===== config.mk =====
export PLATFORM = sky130hd
export DESIGN_NAME = buffer_unpack
export DESIGN_NICKNAME = d
export VERILOG_FILES = /design/src/rtl/buffer_unpack.sv
export SDC_FILE = /design/constraint.sdc
export NUM_CORES = 1
export LEC_CHECK = 0
export BUFFER_PORTS_ARGS = -buffer_cell sky130_fd_sc_hd__buf_4
export CAP_MARGIN = 25
export CORE_UTILIZATION = 50
export CTS_BUF_LIST = sky130_fd_sc_hd__clkbuf_4
export DETAILED_ROUTE_END_ITERATION = 10
export PLACE_DENSITY = 0.7
export SLEW_MARGIN = 20
export SYNTH_ARGS = -nofsm -noshare
export SYNTH_HDL_FRONTEND = slang
export SYNTH_SLANG_ARGS = --single-unit

===== constraint.sdc =====
create_clock -name clk -period 5.93 [get_ports clk]
set_clock_uncertainty 0.2 [all_clocks]
set_input_delay 1.186 -clock clk [delete_from_list [all_inputs] [get_ports clk]]
set_output_delay 1.186 -clock clk [all_outputs]
set_load 0.005 [all_outputs]

===== src/rtl/buffer_unpack.sv =====
// Word-to-chunk unpacker: 2-entry word FIFO feeding a shift register that emits
// OUT_W-bit chunks MSB-first. Optional out_parity port under `UNPACK_PARITY_EN.
module buffer_unpack #(
  parameter int WIDTH = 16,
  parameter int OUT_W = 4
) (
  input  logic             clk,
  input  logic             rst,
  input  logic [WIDTH-1:0] in_data,
  input  logic             in_valid,
  output logic [OUT_W-1:0] out_data,
  output logic             out_valid,
  input  logic             out_ready,
  output logic             out_last,
  output logic             drop_pulse,
`ifdef UNPACK_PARITY_EN
  output logic             out_parity,
`endif
  output logic [7:0]       drop_count
);

  localparam int CHUNKS = WIDTH / OUT_W;
  localparam int IDX_W  = $clog2(CHUNKS);
  localparam logic [IDX_W-1:0] LAST_IDX = IDX_W'(CHUNKS - 1);

  typedef enum logic {IDLE, SHIFT} state_t;

  state_t           state, state_next;
  logic [WIDTH-1:0] sreg;
  logic [IDX_W-1:0] idx;
  logic [WIDTH-1:0] mem [2];
  logic             rd_ptr, wr_ptr;
  logic [1:0]       count;

  logic hs, last_hs, accept, load_direct, pop, push, drop;

  // A full FIFO can still take a word when the active word retires this cycle,
  // since the head moves into the shift register and frees its slot.
  always_comb begin
    hs          = out_valid & out_ready;
    last_hs     = hs & (idx == LAST_IDX);
    accept      = in_valid & ((count != 2'd2) | last_hs);
    load_direct = accept & ((state == IDLE) | (last_hs & (count == 2'd0)));
    pop         = last_hs & (count != 2'd0);
    push        = accept & ~load_direct;
    drop        = in_valid & ~accept;
  end

  always_ff @(posedge clk or posedge rst) begin
    if (rst) state <= IDLE;
    else     state <= state_next;
  end

  always_comb begin
    state_next = state;
    out_valid  = 1'b0;
    out_last   = 1'b0;
    case (state)
      IDLE: begin
        if (load_direct) state_next = SHIFT;
      end
      SHIFT: begin
        out_valid = 1'b1;
        out_last  = (idx == LAST_IDX);
        if (last_hs && !pop && !load_direct) state_next = IDLE;
      end
      default: state_next = IDLE;
    endcase
  end

  assign out_data = sreg[WIDTH-1 -: OUT_W];

`ifdef UNPACK_PARITY_EN
  assign out_parity = out_valid & (^out_data);
`endif

  // Active word: new words enter at index 0; each handshake exposes the next chunk.
  always_ff @(posedge clk or posedge rst) begin
    if (rst) begin
      sreg <= '0;
      idx  <= '0;
    end else if (load_direct) begin
      sreg <= in_data;
      idx  <= '0;
    end else if (pop) begin
      sreg <= mem[rd_ptr];
      idx  <= '0;
    end else if (hs) begin
      sreg <= sreg << OUT_W;
      idx  <= idx + 1'b1;
    end
  end

  always_ff @(posedge clk or posedge rst) begin
    if (rst) begin
      mem[0] <= '0;
      mem[1] <= '0;
      rd_ptr <= 1'b0;
      wr_ptr <= 1'b0;
      count  <= 2'd0;
    end else begin
      if (push) begin
        mem[wr_ptr] <= in_data;
        wr_ptr      <= ~wr_ptr;
      end
      if (pop) rd_ptr <= ~rd_ptr;
      case ({push, pop})
        2'b10:   count <= count + 2'd1;
        2'b01:   count <= count - 2'd1;
        default: count <= count;
      endcase
    end
  end

  always_ff @(posedge clk or posedge rst) begin
    if (rst) begin
      drop_pulse <= 1'b0;
      drop_count <= 8'd0;
    end else begin
      drop_pulse <= drop;
      if (drop && drop_count != 8'hFF) drop_count <= drop_count + 8'd1;
    end
  end

endmodule


==> results.ini, run 1 <==
[grt]
track_usage_pct=20.18
gr-total-overflow=0
first_global_vias=2081
grt_pass1_wl_um=9853
grt_max_degree=65
antenna_found_initial=0

[floorplanning]
dieWidth_um=80.73
initial_core_util_pct=52.04
die_h_um=80.73
core_um2=5956
num_io_pins=35
die_area_um2=6517
rows=28

[job]
max-cap-violations=0

[synthesis]
syn_avg_cell_area_um2=11.52
synth_area_um2=3099
synth_cell_types=39
ys_top_cells_by_area=dfrtp_1 (52%), mux2_2 (8.4%), mux2i_1 (5.2%)
yosysSeqAreaShare_pct=51.68
synthCells=269
synth_edf_count=0
syn_nets=292
ys_ff_latch=64
synth_top_area_share_pct=51.68
ys_warn_count=0
yosysTopAreaCell=dfrtp_1
netlist_top_cells_count=dfrtp_1 (64), nand2_1 (29), mux2_2 (23), nor2_1 (21), mux2i_1 (16)
synth_ff_type=dfrtp_1
async_flop_share_pct=100.0
yosysMostFrequentCell=dfrtp_1

[timing]
fmax_mhz=348.6
timing.final.crit_share_pct=48.38
slew_viol_final=0
worst_slack_ns=3.061
relSlewSlack_pct=32.99
period_needed_ns=2.869
worstMarginPinSlew_ns=1.005
rsz0062_at_grt=false
setup_tns_ns=0
hold_violations=0
setup_viol=0

[cts]
clk_pin_slew_ns=0.10
cts_buffer_depth=2
cts_max_level=3
clockRootBuffer=clkbuf_4
cts_hold_buf=0
post_cts_buffers=0
cts_tree=done
cts_made_buffers=9
cts_resized=0
clock-sinks=64
clk_latency_ns=0.40

[critical_path]
arrival_ns=1.48
critPathRequiredTime_ns=4.54
endpoint_kind=output pin
cp_max_fo=8
start_kind=flop
setup.worst_path.class=reg -> out

[routing]
drtIter0Drc=113
detail_route.wl_per_cell_um=15.26
num_vias=2098
postRouteAntennaNets=0
dr.pass1.iters=4
viasPerCell=5.550
drc=0
routed_wl_um=5770

[finish]
layout-drive-gt1-share_pct=30.36
final_nets=321
fillers=517
num_antenna_cells=0
area_growth_pct=11.63
fin_area_um2=3460

[placed_design]
preCtsSetupSlack_ns=2.909
placedInstanceArea_um2=3348
portBuffers=34
place_congestion=0.7524
hpwlAfterDp_um=3602

[power_and_ir_drop]
peakVddDrop_uv=221.3
p_per_area_nw_per_um2=490.2
power_leakage_nw=1.585

[run_status]
outcome=finished clean

[hold_path]
hp-class=reg -> reg

stage by stage:
step | utilization [%] | power (W) | hold slack (ns) | instances
global route | 58.09 | 0.001827 | 0.3301 | 378
global placement | 56.22 | 0.001434 | 0.2780 | 362
detailed placement | 56.22 | 0.001454 | 0.2897 | 362
floorplan | - | 0.001313 | 0.2780 | 269
finish | 58.09 | 0.001696 | 0.2989 | 378
CTS | 58.09 | 0.001714 | 0.3045 | 378
power by group:
group	internal (W)	switching (W)
logic	0.000372	0.000265
registers	0.000638	0.000169
clock network	0.0000978	0.000154
flip-flops by register name, summed over array words and instances, names as in the netlist:
signal	cells
drop_pulse	1
sreg	16
idx	2
drop_count	8
mem	32
wr_ptr	1
count	2
rd_ptr	1
state	1
path summary, 6_finish.rpt:
kind | start | endpoint | slack [ns] | cells past startpoint
worst min register to register | drop_count[7] | drop_count[7] | 0.30 | 1
worst max register to register | idx[0] | mem[6] | 3.52 | 5
worst max-delay path | idx[0] | out_last | 3.06 | 3
min in group asynchronous | rst | drop_count[6] | 0.82 | 3
worst min-delay path | drop_count[7] | drop_count[7] | 0.30 | 1
max in group asynchronous | rst | mem[21] | 4.20 | 3
area by class of cell:
cell class | instances | area, µm² | share of cell area [%]
clock buffer | 12 | 90.09 | 2.604
tap | 75 | 93.84 | 2.712
inverter | 5 | 18.77 | 0.5425
multi-input combinational | 182 | 1364 | 39.42
timing repair buffer | 36 | 270.3 | 7.812
sequential | 64 | 1602 | 46.29
clock inverter | 4 | 21.27 | 0.6148
per-layer routing:
layer / GRT usage, % / wire, µm / vias up
met5: 0 / 0 / -
met4: 10.18 / 118 / 0
met3: 3.708 / 170 / 12
met2: 33.31 / 2753 / 34
met1: 25.42 / 2727 / 1039
li1: - / - / 1013
cells in the final DEF, fill, tap and decap left out, drive strengths merged, types with 2 or more instances in the layout:
| cell | count |
|---|---|
| buf | 36 |
| nor3 | 7 |
| clkbuf | 12 |
| mux2i | 16 |
| and2 | 2 |
| mux2 | 33 |
| nand3b | 2 |
| nand3 | 5 |
| dfrtp | 64 |
| o211ai | 12 |
| a31oi | 12 |
| ha | 3 |
| clkinv | 3 |
| nor2 | 22 |
| xnor2 | 3 |
| inv | 5 |
| nand2 | 29 |
| nor2b | 2 |
| a21oi | 11 |
| nor4 | 4 |
| xor2 | 9 |
critical path: stages, from the launching register on:
cell and delay, ns:
dfrtp_1 0.41, ha_1 0.31, and2_2 0.23, buf_4 0.13
cell families (layout without fill, tap and decap cells):
group           Yosys count  after routing  synth area share, %
fa+ha+maj                 3              3                1.211
simple gates             77             77                11.79
compound gates           41             41                9.246
mux                      49             49                18.37
xor+xnor                 12             12                3.391
flops                    64             64                51.68
buf+inv                  23             57                4.319
No activity file was read; power rests on OpenSTA's default activity.
==> run 2, diff against run 1 <==
==> constraint.sdc (replaced) <==
create_clock -name clk -period 2.8 [get_ports clk]
set_clock_uncertainty 0.2 [all_clocks]
set_input_delay 0.56 -clock clk [delete_from_list [all_inputs] [get_ports clk]]
set_output_delay 0.56 -clock clk [all_outputs]
set_load 0.005 [all_outputs]
==> results.ini, run 2 (synthesized netlist as in run 1, its figures left out) <==
[cts]
post_cts_buffers=0
clk_latency_ns=0.40
cts_max_level=3
cts_made_buffers=9
cts_buffer_depth=2
cts_resized=0
clockRootBuffer=clkbuf_4
cts_hold_buf=0
clock-sinks=64
clk_pin_slew_ns=0.11
cts_tree=done

[timing]
fmax_mhz=423.4
timing.final.crit_share_pct=84.35
slew_viol_final=0
setup_viol=0
period_needed_ns=2.362
timing.hold.ws_ns=0.01355
setup_tns_ns=0
relSlewSlack_pct=62.55
rsz0062_at_grt=false
hold_violations=0
worstMarginPinSlew_ns=0.5618

[floorplanning]
die_area_um2=6517
core_um2=5956
num_io_pins=35
dieWidth_um=80.73
die_h_um=80.73
rows=28
initial_core_util_pct=52.04

[grt]
antenna_found_initial=0
track_usage_pct=20.79
grt_max_degree=65
gr-total-overflow=0
grt_pass1_wl_um=10080
first_global_vias=2105

[power_and_ir_drop]
p_per_area_nw_per_um2=1064
peakVddDrop_uv=475.1
intPower_w=0.002531
p_sw_w=0.001264
combPwrFrac_pct=38.2
p_seq_share_pct=43.8
swShare_pct=33.30
power_leakage_nw=1.642
clock_power_share_pct=18.0

[critical_path]
crit_chain=ha_1 -> nand3b_1 -> a21oi_4 -> or3_2 -> ha_1 -> xnor2_1 -> nor2_1 -> xor2_1
endpoint_kind=flop
critPathRequiredTime_ns=2.93
ff2ff_setup_slack_ns=0.44
slowest_stage=or3_2
r2r-start=idx[0]
r2r_cells=8
max_stage_delay_ns=0.46
setup.worst_path.class=reg -> reg
path_buf_inv=0
rr_endpoint=count[1]
critPathTopFamily=simple AND/OR/NAND/NOR gates
start_kind=flop
arrival_ns=2.49
cpMostUsedCell=ha_1
cp_max_fo=8

[finish]
largest_registers=mem x32, sreg x16, drop_count x8
layout-drive-gt1-share_pct=31.94
layout_commonest_cell=dfrtp_1
largest_reg_flops=32
final_nets=328
num_antenna_cells=0
final_cell_mix=dfrtp_1 (64), buf_4 (42), nand2_1 (29)
fin_util_pct=59.89
regMostFlops=mem
area_growth_pct=15.10

[routing]
dr.pass1.iters=4
num_vias=2125
drtIter0Drc=127
viasPerCell=5.519
drc=0
routed_wl_um=5831
postRouteAntennaNets=0
detail_route.wl_per_cell_um=15.15

[run_status]
outcome=finished clean

[placed_design]
place_congestion=0.7524
hpwlAfterDp_um=3792
portBuffers=34

[job]
max-cap-violations=0

[hold_path]
hp-class=in -> async

==> run 2: cell count changes in the layout (fill, tap and decap cells not counted) <==
cell       previous run  this run
buf_4                36        42
clkbuf_4             12         9
bufinv_16             0         2
buf_12                0         1
clkinv_2              2         3
==> run 2: metrics by stage <==
step	power [W]	instances	setup WS, ns	instance area, µm²
after detailed placement	0.003143	369	0.4753	3413
after floorplan	0.002782	269	0.4419	3099
after global routing	0.004069	385	0.2942	3567
after global placement	0.003082	369	0.5678	3413
after CTS	0.003838	385	0.4237	3567
final	0.003795	385	0.4383	3567
==> run 2: final cells by class <==
class                           count  area (µm²)
Fill cell                         513        2389
Sequential cell                    64        1602
Multi-Input combinational cell    182        1364
Timing Repair Buffer               43       335.3
Tap cell                           75       93.84
Clock inverter                      7       86.33
Clock buffer                        9       67.56
Inverter                            5       18.77
==> run 2: worst max path at each step <==
stage	start	to	slack, ns	cells after the start
after floorplan	rst	count[0]	0.44	1
after global placement	idx[0]	count[1]	0.57	7
after detailed placement	idx[0]	count[1]	0.48	8
after CTS	idx[0]	count[1]	0.42	8
after global routing	idx[0]	count[1]	0.29	8
final	idx[0]	count[1]	0.44	8
==> run 2: power groups by stage <==
stage	clock network, W	registers [W]	logic [W]
5_1_grt	0.000738	0.00172	0.00161
6_report	0.000684	0.00166	0.00145
2_1_floorplan	0	0.00156	0.00122
4_1_cts	0.000706	0.00166	0.00147
3_5_place_dp	0	0.00168	0.00146
3_3_place_gp	0	0.00167	0.00142
==> run 2: worst min-delay path: stages <==
cell,delay (ns)
buf_4,0.11
inv_2,0.06
buf_12,0.30
==> run 2: routing by layer <==
| metal | vias to the layer above | share of wire [%] | global-route usage, % |
|---|---|---|---|
| met4 | 0 | 2.4 | 10.36 |
| li1 | 1023 | - | - |
| met5 | - | 0 | 0 |
| met3 | 10 | 2.5 | 3.820 |
| met1 | 1058 | 48 | 27.95 |
| met2 | 34 | 47 | 32.37 |
